==> config.mk <==
export PLATFORM = sky130hd
export DESIGN_NAME = acc_resp_analyzer
export DESIGN_NICKNAME = d
export VERILOG_FILES = /design/src/rtl/acc_resp_analyzer.sv
export SDC_FILE = /design/constraint.sdc
export NUM_CORES = 1
export LEC_CHECK = 0
export ABC_AREA = 1
export BUFFER_PORTS_ARGS = -buffer_cell sky130_fd_sc_hd__buf_2
export CORE_ASPECT_RATIO = 1.5
export CORE_UTILIZATION = 45
export CTS_BUF_LIST = sky130_fd_sc_hd__clkbuf_8
export DETAILED_ROUTE_END_ITERATION = 10
export GPL_TIMING_DRIVEN = 0
export PLACE_DENSITY = 0.7
export SETUP_SLACK_MARGIN = 0.3
export SLEW_MARGIN = 10
export SYNTH_ARGS = -nofsm -noshare
export SYNTH_HDL_FRONTEND = slang
export SYNTH_SLANG_ARGS = --single-unit
==> constraint.sdc <==
create_clock -name clk -period 3.13 [get_ports clk]
set_clock_uncertainty 0.05 [all_clocks]
set_input_delay 0.626 -clock clk [delete_from_list [all_inputs] [get_ports clk]]
set_output_delay 0.626 -clock clk [all_outputs]
set_load 0.005 [all_outputs]
==> src/rtl/acc_resp_analyzer.sv <==
// Accumulator-based BIST response analyzer: ones'-complement (end-around carry)
// compaction of response words, then a signature-vs-golden check.
module acc_resp_analyzer #(
    parameter int unsigned WIDTH        = 8,
    parameter int unsigned NUM_PATTERNS = 16
) (
    input  logic             clk,
    input  logic             rst,
    input  logic             start,
    input  logic [WIDTH-1:0] seed,
    input  logic [WIDTH-1:0] golden,
    input  logic             resp_valid,
    input  logic [WIDTH-1:0] resp,
    output logic             busy,
    output logic             done,
    output logic             pass,
    output logic [WIDTH-1:0] signature,
    output logic [7:0]       count
);

    typedef enum logic [1:0] {StIdle, StRun, StCheck, StDone} state_t;

    localparam logic [7:0] LastCount = NUM_PATTERNS[7:0];

    state_t           state;
    logic [WIDTH:0]   sum;
    logic [WIDTH-1:0] acc_next;
    logic [7:0]       count_inc;

    // End-around carry: the fold cannot overflow since the sum is at most 2*(2^WIDTH-1).
    always_comb begin
        sum       = {1'b0, signature} + {1'b0, resp};
        acc_next  = sum[WIDTH-1:0] + {{(WIDTH-1){1'b0}}, sum[WIDTH]};
        count_inc = count + 8'd1;
    end

    always_ff @(posedge clk) begin
        if (rst) begin
            state     <= StIdle;
            signature <= '0;
            count     <= '0;
            pass      <= 1'b0;
            busy      <= 1'b0;
            done      <= 1'b0;
        end else begin
            case (state)
                StIdle, StDone: begin
                    if (start) begin
                        state     <= StRun;
                        signature <= seed;
                        count     <= '0;
                        pass      <= 1'b0;
                        busy      <= 1'b1;
                        done      <= 1'b0;
                    end
                end
                StRun: begin
                    if (resp_valid) begin
                        signature <= acc_next;
                        count     <= count_inc;
                        if (count_inc == LastCount) begin
                            state <= StCheck;
                        end
                    end
                end
                StCheck: begin
                    pass  <= (signature == golden);
                    state <= StDone;
                    busy  <= 1'b0;
                    done  <= 1'b1;
                end
                default: begin
                    state <= StIdle;
                    busy  <= 1'b0;
                    done  <= 1'b0;
                end
            endcase
        end
    end

endmodule

==> results.tsv <==
stage	metric	value	unit
clocking	cts bufs inserted	3	
layout	Multi-input gate area	0.001169	mm^2
sta	crit share post-route	86.08	%
clocking	# clock sinks	21	
clocking	Worst-path clk slew	0.07	ns
grt	gr usage total	21.53	%
grt	remaining global-route overflow	0	
layout	diode count	0	
outcome	status	complete, no violations	
sta	Slew Limit Fails	0	
placement	Placed Cells	354	
power	P_leak	0.001072	uW
critical_path	WP data required	3.23	ns
yosys	Yosys Warn Count	0	
clocking	Hold-fix buffers, CTS	0	
sta	worst slew pin tran	0.5266	ns
yosys	dominant synthesized flop cell	dfxtp_1	
clocking	Longest Clk Path Bufs	2	
die	num rows	27	
placement	port buffer count	46	
layout	Util after Layout	56.88	%
yosys	synth cell count leaders	nand2_1 (68), inv_1 (29), a21oi_1 (23), nand3_1 (22), nor2_1 (22)	
critical_path	CP max FO	4	
sta	Relative slew margins	64.89	%
yosys	top-count cell post-synth	nand2_1	
placement	RD Place Congestion	0.7634	
sta	RSZ-0062 raised after global routing	false	
die	core area	0.003682	mm^2
critical_path	startpoint types	input port	
yosys	Yosys reg bits	21	
sta	crit path time final	2.694	ns
die	Die W	52.87	um
routing	Final ANT Viol Nets	0	
sta	final worst setup slack	0.4358	ns
yosys	Syn Area/Cell	6.591	um^2
layout	layout cells sized above 1	24.44	%
die	I/O pin cnt	47	
sta	Final Hold Vio Count	0	
placement	HPWL after detailed placement	3357	um
yosys	largest cells by area after synthesis	dfxtp_1 (24%), nand2_1 (15%), ha_1 (10%)	
yosys	Syn Nets	308	
layout	final std cells w/o fill	358	
sta	Max Clk Rate	371.2	MHz
yosys	synthesized instance count	265	
layout	area grow syn2layout	19.91	%
routing	Avg WL per Cell	11.52	um
routing	DR iter-0 viols	46	
die	die area	0.004140	mm^2
critical_path	Setup crit end kind	flop	
grt	largest net degree at the start of global routing	12	
critical_path	Arrival @ worst endpoint	2.80	ns
yosys	share of the yosys chip area belonging to registers	24.07	%
grt	global-route wire length before repair	6734	um
yosys	dominant cell type by area after synthesis	dfxtp_1	
critical_path	critical path class	input port to flop	
routing	routed wire length	4124	um
clocking	worst skew pair latency	0.26	ns
routing	DRC viols	0	
power	Power Dens Cells	731.9	mW/mm^2
grt	vias in the first global route	1612	
clocking	CTS tree	built	
layout	Fill cells	383	
yosys	Synth Cell Area	0.001747	mm^2
placement	post-placement setup slack	0.007767	ns
sta	Setup Viol. Count Final	0	
layout	fin nets	359	
routing	vias per inst	5.067	
clocking	root buffer cell	clkbuf_8	
layout	FF+latch area	421.7	um^2
flow_run	Max-Cap Viols	0	
yosys	Post-synth ARST share	0	%
routing	via count	1814	
yosys	number of synthesized flops with an enable pin	0	
routing	drt pass-1 iters	5	
hold_path	Hold Path Class	flop to flop	
clocking	htree depth	1	
grt	antenna violations before repair	0	
clocking	Post-CTS Setup Inserts	0	
power	Worst VDD drop	0.5643	mV
die	Die H	78.31	um
yosys	area share of the largest cell type after synthesis	24.07	%
die	initial core utilization	47.43	%
clocking	Resize count post-CTS	1	
sta	setup TNS	0	ns
yosys	synth unique cells	38	
-- flip-flops by register name (all words and copies together) (netlist names) --
register,count
busy,1
count,8
done,1
pass,1
signature,8
state,2
-- layer usage --
metal  global-route usage (%)  share of wire, %
met5                        0                 0
met4                    6.316               1.1
met3                    2.326               2.7
met2                    41.39                55
met1                    23.22                41
-- where the power goes --
group | switching, uW | internal (uW)
clock network | 83.8 | 87.4
logic | 571 | 388
registers | 72.1 | 330
-- layout make-up --
| cell class | count | area share (%) |
|---|---|---|
| repair buffers | 46 | 10.99 |
| inverters | 34 | 6.213 |
| clock inverters | 1 | 0.1792 |
| clock buffers | 3 | 1.971 |
| flip-flops and latches | 21 | 20.13 |
| multi-input cells | 205 | 55.79 |
| well taps | 43 | 2.569 |
| plain buffers | 5 | 2.151 |
-- critical path, cell delays in order --
cell      delay, ns
buf_2          0.10
ha_1           0.23
fa_2           0.37
nand2_1        0.11
nand2_1        0.09
nand3_2        0.08
nand2_1        0.07
a21oi_2        0.14
o21bai_2       0.10
ha_1           0.21
nand2_1        0.08
nor2_1         0.07
nand3_2        0.11
clkinv_1       0.09
nand3_1        0.07
nand3_1        0.08
nand3_1        0.11
a21oi_2        0.06
-- metrics by stage --
step / hold slack [ns] / power, uW / area, um^2
after floorplan: 0.4058 / 1119 / 1747
after global placement: 0.3979 / 1340 / 2031
after detailed placement: 0.4009 / 1357 / 2031
after CTS: 0.4129 / 1537 / 2079
after global routing: 0.4622 / 1690 / 2095
final: 0.4109 / 1533 / 2095
-- cell usage in the layout (no fill, tap or decap), drive strengths merged --
cell type / instances
clkinv: 1
o21bai: 1
buf: 50
dfxtp: 21
fa: 1
nand2: 74
nand4: 3
nand3: 24
nor3b: 2
a31oi: 1
xnor2: 1
a21o: 1
o211ai: 3
o21ai: 14
clkbuf: 4
ha: 14
nand3b: 2
nor2: 23
a21oi: 24
o22ai: 2
xor2: 8
nor3: 3
a21boi: 1
inv: 34
or2: 3
-- cell families after synthesis --
logic type      share of synthesized area (%)
compound gates                          15.19
xor+xnor                                4.513
fa+ha+maj                               11.17
buf+inv                                 10.03
flops                                   24.07
simple gates                            35.03
-- path summary, 6_finish.rpt --
kind	from	endpoint	slack, ns	cells past startpoint
min	done$_SDFFE_PP0P_	done$_SDFFE_PP0P_	0.41	2
min reg2reg	done$_SDFFE_PP0P_	done$_SDFFE_PP0P_	0.41	2
max	resp[0]	signature[6]$_SDFFE_PP0P_	0.44	18
max reg2reg	signature[0]$_SDFFE_PP0P_	signature[6]$_SDFFE_PP0P_	0.53	17
Note: power is estimated with default switching activity, not from simulation.
